<file path="config.mk">
export PLATFORM = sky130hd
export DESIGN_NAME = uart_tx
export DESIGN_NICKNAME = d
export VERILOG_FILES = /design/src/rtl/uart_tx.sv
export SDC_FILE = /design/constraint.sdc
export NUM_CORES = 1
export LEC_CHECK = 0
export BUFFER_PORTS_ARGS = -buffer_cell sky130_fd_sc_hd__buf_2
export CORE_MARGIN = 4
export CORE_UTILIZATION = 41
export CTS_CLUSTER_DIAMETER = 80
export DETAILED_ROUTE_END_ITERATION = 6
export PLACE_DENSITY_LB_ADDON = 0.05
export SLEW_MARGIN = 20
export SYNTH_ARGS = -nofsm -noshare
export SYNTH_HDL_FRONTEND = slang
export SYNTH_SLANG_ARGS = --single-unit
</file>
<file path="constraint.sdc">
create_clock -name clk_50M -period 3 [get_ports clk_50M]
set_input_delay 0.15 -clock clk_50M [delete_from_list [all_inputs] [get_ports clk_50M]]
set_output_delay 0.15 -clock clk_50M [all_outputs]
set_load 0.05 [all_outputs]
</file>
<file path="src/rtl/uart_tx.sv">
// uart_tx: byte-queued serial UART transmitter, 8N1 framing, data MSB-first.
// Bytes pushed through a valid/ready handshake land in a small FIFO and are
// sent back to back as 10-bit frames (start 0, d7..d0, stop 1).
// Ports:
//   clk_50M   system clock, all logic on posedge
//   rst_n     synchronous active-low reset
//   tx_data   byte to send, taken when tx_valid && tx_ready
//   tx_valid  producer has a byte on tx_data
//   tx_ready  FIFO not full (decoded from registered count)
//   tx        registered serial line, idles high
//   tx_busy   frame on the line or bytes still queued
//   tx_done   one-cycle pulse as a frame's stop bit completes
module uart_tx #(
   parameter int unsigned CLKS_PER_BIT = 434,
   parameter int unsigned FIFO_DEPTH   = 4
) (
   input  logic       clk_50M,
   input  logic       rst_n,
   input  logic [7:0] tx_data,
   input  logic       tx_valid,
   output logic       tx_ready,
   output logic       tx,
   output logic       tx_busy,
   output logic       tx_done
);

   localparam int unsigned PTR_W = $clog2(FIFO_DEPTH);
   localparam int unsigned CNT_W = PTR_W + 1;
   localparam int unsigned TMR_W = (CLKS_PER_BIT > 1) ? $clog2(CLKS_PER_BIT) : 1;

   typedef enum logic [1:0] {
      IDLE  = 2'd0,
      START = 2'd1,
      DATA  = 2'd2,
      STOP  = 2'd3
   } state_t;

   state_t             state, state_nx;
   logic [TMR_W-1:0]   timer, timer_nx;
   logic [2:0]         bit_idx, bit_idx_nx;
   logic [7:0]         shift_reg, shift_nx;
   logic               tx_nx;
   logic               done_nx;
   logic               pop;
   logic               push;
   logic               bit_end;

   logic [7:0]         mem [FIFO_DEPTH];
   logic [PTR_W-1:0]   wr_ptr, rd_ptr;
   logic [CNT_W-1:0]   count;
   logic [7:0]         head;

   // Handshake and status decode from registered FIFO/FSM state
   assign tx_ready = (count != CNT_W'(FIFO_DEPTH));
   assign tx_busy  = (state != IDLE) || (count != '0);
   assign push     = tx_valid && tx_ready;
   assign head     = mem[rd_ptr];
   assign bit_end  = (timer == TMR_W'(CLKS_PER_BIT - 1));

   // FIFO storage; pointers wrap naturally at the power-of-two depth
   always_ff @(posedge clk_50M) begin
      if (rst_n && push) begin
         mem[wr_ptr] <= tx_data;
      end
   end

   // FIFO pointers and occupancy
   always_ff @(posedge clk_50M) begin
      if (!rst_n) begin
         wr_ptr <= '0;
         rd_ptr <= '0;
         count  <= '0;
      end else begin
         if (push) begin
            wr_ptr <= wr_ptr + PTR_W'(1);
         end
         if (pop) begin
            rd_ptr <= rd_ptr + PTR_W'(1);
         end
         case ({push, pop})
            2'b10:   count <= count + CNT_W'(1);
            2'b01:   count <= count - CNT_W'(1);
            default: count <= count;
         endcase
      end
   end

   // FSM and datapath registers
   always_ff @(posedge clk_50M) begin
      if (!rst_n) begin
         state     <= IDLE;
         timer     <= '0;
         bit_idx   <= '0;
         shift_reg <= '0;
         tx        <= 1'b1;
         tx_done   <= 1'b0;
      end else begin
         state     <= state_nx;
         timer     <= timer_nx;
         bit_idx   <= bit_idx_nx;
         shift_reg <= shift_nx;
         tx        <= tx_nx;
         tx_done   <= done_nx;
      end
   end

   // Next-state logic; shift_reg shifts left so bit 7 is always the next data bit
   always_comb begin
      state_nx   = state;
      timer_nx   = timer;
      bit_idx_nx = bit_idx;
      shift_nx   = shift_reg;
      tx_nx      = tx;
      done_nx    = 1'b0;
      pop        = 1'b0;

      case (state)
         IDLE: begin
            tx_nx = 1'b1;
            if (count != '0) begin
               pop      = 1'b1;
               shift_nx = head;
               tx_nx    = 1'b0;
               timer_nx = '0;
               state_nx = START;
            end
         end

         START: begin
            if (bit_end) begin
               tx_nx      = shift_reg[7];
               shift_nx   = {shift_reg[6:0], 1'b0};
               bit_idx_nx = '0;
               timer_nx   = '0;
               state_nx   = DATA;
            end else begin
               timer_nx = timer + TMR_W'(1);
            end
         end

         DATA: begin
            if (bit_end) begin
               timer_nx = '0;
               if (bit_idx != 3'd7) begin
                  bit_idx_nx = bit_idx + 3'd1;
                  tx_nx      = shift_reg[7];
                  shift_nx   = {shift_reg[6:0], 1'b0};
               end else begin
                  tx_nx    = 1'b1;
                  state_nx = STOP;
               end
            end else begin
               timer_nx = timer + TMR_W'(1);
            end
         end

         STOP: begin
            if (bit_end) begin
               done_nx  = 1'b1;
               timer_nx = '0;
               // Chain straight into the next start bit when bytes are waiting
               if (count != '0) begin
                  pop      = 1'b1;
                  shift_nx = head;
                  tx_nx    = 1'b0;
                  state_nx = START;
               end else begin
                  tx_nx    = 1'b1;
                  state_nx = IDLE;
               end
            end else begin
               timer_nx = timer + TMR_W'(1);
            end
         end

         default: begin
            tx_nx    = 1'b1;
            state_nx = IDLE;
         end
      endcase
   end

endmodule

</file>
==> results_dict.tcl, run 1 <==
set metrics [dict create \
    max-cap-violations 0 \
    totalPowerFinal_mw 3.523 \
    cp.arrival_ps 2980 \
    place_area_um2 3167 \
    criticalPathCategory "reg2reg" \
    yosysTopAreaCell "edfxtp_1" \
    hold_slack_ps 13.23 \
    design_area_um2 3405 \
    cts-htree-levels 3 \
    ys_seq_elements 65 \
    setup_viol 0 \
    cp_slowest_stage_delay_ps 440 \
    status "complete, no violations" \
    leakage_nw 1.241 \
    holdCritPathClass "in2reg" \
    end_kind "register" \
    vias 1879 \
    relSlewSlack_pct 39.59 \
    syn_area_um2 3003 \
    root_buffer "clkbuf_8" \
    grt_usage_pct 13.98 \
    avgRoutedWirePerCell_um 15.32 \
    antenna_found_initial 0 \
    std_cell_rows 30 \
    grt_overflow 0 \
    die_y_um 93.58 \
    synth_area_leaders "edfxtp_1 32%, dfxtp_1 22%, mux4_2 6.0%, ha_1 5.8%, mux2i_1 4.0%" \
    pre_cts_ws_ps 299.3 \
    path_buf_inv 1 \
    yosysMostFrequentCell "dfxtp_1" \
    io_pins 15 \
    antenna_cells 0 \
    ff2ff_setup_slack_ps 290 \
    worstPathRequired_ps 3270 \
    io_buffers 14 \
    hold_start "tx_data[5]" \
    nFillCells 610 \
    fin_ws_ps 288.6 \
    p_per_area_nw_per_um2 1035 \
    rsz0062_at_grt "false" \
    crit_top_cell "ha_1" \
    gp_congestion 0.7677 \
    grt_max_degree 29 \
    grtUsageMet2_pct 21.38 \
    synthCells 243 \
    core_area_um2 6944 \
    nets 289 \
    max_freq_mhz 368.8 \
    cts.sinks 65 \
    reg2reg_from "timer[0]" \
    syn-num-nets 269 \
    insertion_delay_ps 350 \
    irDropWorstVdd_uv 511.9 \
    syn2layout_area_growth_pct 13.38 \
    synth_edf_count 32 \
    initial_core_util_pct 43.24 \
    postSynth.asyncResetShare_pct 0 \
    seq_area_frac_synth_pct 54.00 \
    fin_crit_sh_pct 90.38 \
    postCtsSetupBuffers 0 \
    tns_ps 0 \
    met3_usage_pct 4.666 \
    synth_warnings 0 \
    path_cells "ha_1 > and4b_1 > a31oi_1 > nor3_1 > ha_1 > inv_1 > fa_1 > xor2_1 > or3_2 > a21oi_1" \
    drc_errors 0 \
    grt-busiest-layer "met2" \
    first_global_vias 1809 \
    use_met1_pct 18.16 \
    cts_resized 0 \
    synth_common_cells "33 x dfxtp_1, 32 x edfxtp_1, 14 x ha_1" \
    timing.final.max_slew_violations 0 \
    critPathLaunchType "register" \
    numCtsBuffers 9 \
    largest_register_ffs 32 \
    vias_per_cell 5.162 \
    cp_top_family "simple AND/OR/NAND/NOR gates" \
    hold-path-cell-count 1 \
    synth.distinct_cells 51 \
    place_hpwl_um 3761 \
    fp.dieW_um 93.58 \
    fin_worst_skew_ps 8.506 \
    worstHoldEndpoint "mem[3][5]" \
    cts_tree "yes" \
    rr_endpoint "count[2]" \
    slowest_stage "dfxtp_1" \
    tightest_slew_ps 905.2 \
    drt_iter0_drc 32 \
    dieArea_um2 8757 \
    synthFlopType "dfxtp_1" \
    synth_top_area_share_pct 32.00 \
    drive_above_1_share_pct 21.27 \
    syn_avg_cell_area_um2 12.36 \
    hold_viol 0 \
    ant_nets 0 \
    wl_um 5578 \
    drtPass1Iterations 4 \
    cts-root-to-sink-buffers 2 \
    cp_max_fo 6 \
    grt_pass1_wl_um 9204 \
    reg2reg_depth 10 \
    period_minus_slack_ps 2711 \
    clkTransAtPathRegs_ps 80 \
]
## cell families (layout without fill, tap and decap cells)
kind of cell,after synthesis,in the layout,share of synthesized area [%]
compound gates,45,45,11.46
buf+inv,25,50,3.500
xor+xnor,3,3,0.8752
flops,65,65,54.00
fa+ha+maj,15,15,6.500
simple gates,70,70,13.67
mux,20,20,10.00
## how the worst max path moves through the flow
stage,start,endpoint,slack (ps),cells after the start
floorplan,count[2],count[2],220,10
global placement,timer[0],count[2],360,10
detailed placement,timer[0],count[2],300,10
CTS,timer[0],count[2],270,10
global route,timer[0],count[2],60,10
finish,timer[0],count[2],290,10
## power breakdown
part	switching (mW)	internal [mW]
Sequential	0.137	1.08
Clock	0.388	0.401
Combinational	0.852	0.670
## layout by cell type (no fill, tap or decap), drive strengths merged, types with 3 or more instances in the layout
master and n:
a31oi 4, nand4b 3, and2 4, edfxtp 32, inv 18, dlygate4sd3 3, dfxtp 33, mux2i 12
nand3 8, buf 18, mux4 8, nor3 5, o211ai 4, clkbuf 9, nor2 13, nand2 13
o21ai 6, and3 5, nor2b 3, ha 14, a21oi 13, a211oi 8, nand4 3
## worst register-to-register path, stage by stage (launching register included)
cell	delay [ps]
dfxtp_1	440
ha_1	180
and4b_1	260
a31oi_1	140
nor3_1	270
ha_1	220
inv_1	60
fa_1	370
xor2_1	150
or3_2	400
a21oi_1	140
## through the flow
step	util, %	instances
global placement	45.60	345
floorplan	-	243
detailed placement	45.60	345
global route	49.03	364
CTS	49.03	364
finish	49.03	364
## cell type report
cell class | count | area (um^2) | share of cell area [%]
multi-input combinational | 153 | 1276 | 37.49
sequential | 65 | 1622 | 47.63
inverter | 13 | 48.80 | 1.433
timing repair buffer | 21 | 130.1 | 3.822
tap | 96 | 120.1 | 3.528
clock buffer | 9 | 123.9 | 3.638
clock inverter | 7 | 83.83 | 2.462
## per-layer routing
| layer | up-vias | share of wire, % |
|---|---|---|
| met1 | 899 | 48 |
| met3 | 8 | 3.3 |
| li1 | 950 | - |
| met2 | 22 | 47 |
| met4 | 0 | 1.8 |
| met5 | - | 0 |
## what timing repair did
action | 4_1_cts | 5_1_grt
setup endpoints to repair | 0 | 0
hold buffers | 3 | 0
hold endpoints to repair | 12 | 0
Power figures use the tool's default switching activity.
==> run 2, diff against run 1 <==
CORE_UTILIZATION = 40   (was 41)
GPL_TIMING_DRIVEN = 0   (was default)
==> results_dict.tcl, run 2 (same netlist as run 1, synthesis figures left out) <==
set metrics [dict create \
    hold_viol 0 \
    std_cell_rows 31 \
    first_global_vias 1862 \
    cp_max_fo 6 \
    nets 297 \
    insertion_delay_ps 340 \
    seqPwrFrac_pct 33.5 \
    period_minus_slack_ps 2816 \
    place_hpwl_um 3916 \
    p_comb_share_pct 44.7 \
    p_int_mw 2.148 \
    initial_core_util_pct 41.18 \
    die_y_um 94.65 \
    cts-root-to-sink-buffers 2 \
    cts_tree "yes" \
    max_freq_mhz 355.1 \
    p_per_area_nw_per_um2 1022 \
    leakage_nw 1.249 \
    fin_worst_skew_ps 8.749 \
    core_area_um2 7292 \
    grt-busiest-layer "met2" \
    holdCritPathClass "in2reg" \
    drtPass1Iterations 4 \
    fin_ws_ps 184.2 \
    vias 1932 \
    cp.arrival_ps 3080 \
    final_cell_mix "33 x dfxtp_1, 32 x edfxtp_1, 16 x buf_2" \
    grtUsageMet2_pct 21.43 \
    rsz0062_at_grt "false" \
    antenna_cells 0 \
    irDropWorstVdd_uv 300.7 \
    status "complete, no violations" \
    avgRoutedWirePerCell_um 15.07 \
    clkTransAtPathRegs_ps 80 \
    ant_nets 0 \
    io_buffers 13 \
    fp.dieW_um 94.65 \
    power.switching_mw 1.372 \
    use_met1_pct 18.46 \
    drt_iter0_drc 69 \
    tns_ps 0 \
    drc_errors 0 \
    vias_per_cell 5.152 \
    syn2layout_area_growth_pct 14.62 \
    totalPowerFinal_mw 3.519 \
    mostFrequentLayoutCell "dfxtp_1" \
    max-cap-violations 0 \
    setup_viol 0 \
    grt_usage_pct 13.95 \
    worstPathRequired_ps 3270 \
    root_buffer "clkbuf_8" \
    grt_max_degree 15 \
    largest_register_ffs 32 \
    io_pins 15 \
    end_kind "register" \
    dieArea_um2 8958 \
    grt_overflow 0 \
    final_cells 375 \
    timing.final.max_slew_violations 0 \
    antenna_found_initial 0 \
    p_clk_share_pct 21.9 \
    relSlewSlack_pct 55.76 \
    drive_above_1_share_pct 20.65 \
    fin_crit_sh_pct 93.86 \
    grt_pass1_wl_um 9453 \
    cts-htree-levels 3 \
    criticalPathCategory "reg2reg" \
    dp.cells 355 \
    switching_share_pct 38.97 \
    critPathLaunchType "register" \
    wl_um 5650 \
    tightest_slew_ps 663.6 \
    cts.sinks 65 \
    gp_congestion 0.7933 \
    numCtsBuffers 9 \
    met3_usage_pct 4.542 \
    pre_cts_ws_ps -4.013 \
]
run 2: path summary, 6_finish.rpt:
check          startpoint           end  slack [ps]  depth (start not counted)
max              timer[0]      count[2]         180                         10
min            tx_data[4]     mem[3][4]          30                          1
max reg2reg      timer[0]      count[2]         180                         10
min reg2reg  shift_reg[0]  shift_reg[0]         460                          2
run 2: timing repair:
action	4_1_cts	5_1_grt
hold buffers	0	4
gates resized for setup	1	0
endpoints found under the setup margin	1	0
endpoints found under the hold margin	0	15
setup buffers	0	0
run 2: critical path: stages, from the launching register on:
cell and delay, ps:
dfxtp_1 450, ha_1 180, and4b_1 250, a31oi_1 150, nor3_2 330, ha_1 240, inv_1 60, fa_1 370
xor2_1 160, or3_2 400, a21oi_1 150
run 2: routing by layer:
metal	vias up	routed length (um)
met5	-	0
met1	938	2745
li1	970	-
met4	0	47
met2	17	2692
met3	7	165
run 2: per-stage QoR:
stage / area, um^2 / utilization, % / hold WS [ps]
after floorplan: 3003 / - / 248.9
after global placement: 3192 / 43.77 / 371.2
after detailed placement: 3192 / 43.77 / 368.1
after CTS: 3402 / 46.65 / 0.8602
after global routing: 3442 / 47.20 / 5.330
final: 3442 / 47.20 / 29.61
run 2: power by group through the flow:
stage / Combinational (mW) / Clock, mW / Sequential, mW
after floorplan: 1.26 / 0 / 1.19
after CTS: 1.59 / 0.799 / 1.18
after detailed placement: 1.58 / 0 / 1.20
final: 1.57 / 0.769 / 1.18
after global placement: 1.58 / 0 / 1.20
after global routing: 1.73 / 0.842 / 1.20
run 2: cell type report:
class                           instances  area [um^2]
Fill cell                             716         3850
Inverter                               13        48.80
Clock inverter                          7        81.33
Multi-Input combinational cell        153         1281
Tap cell                               99        123.9
Timing Repair Buffer                   17        105.1
Sequential cell                        65         1622
Buffer                                 12        56.30
Clock buffer                            9        123.9
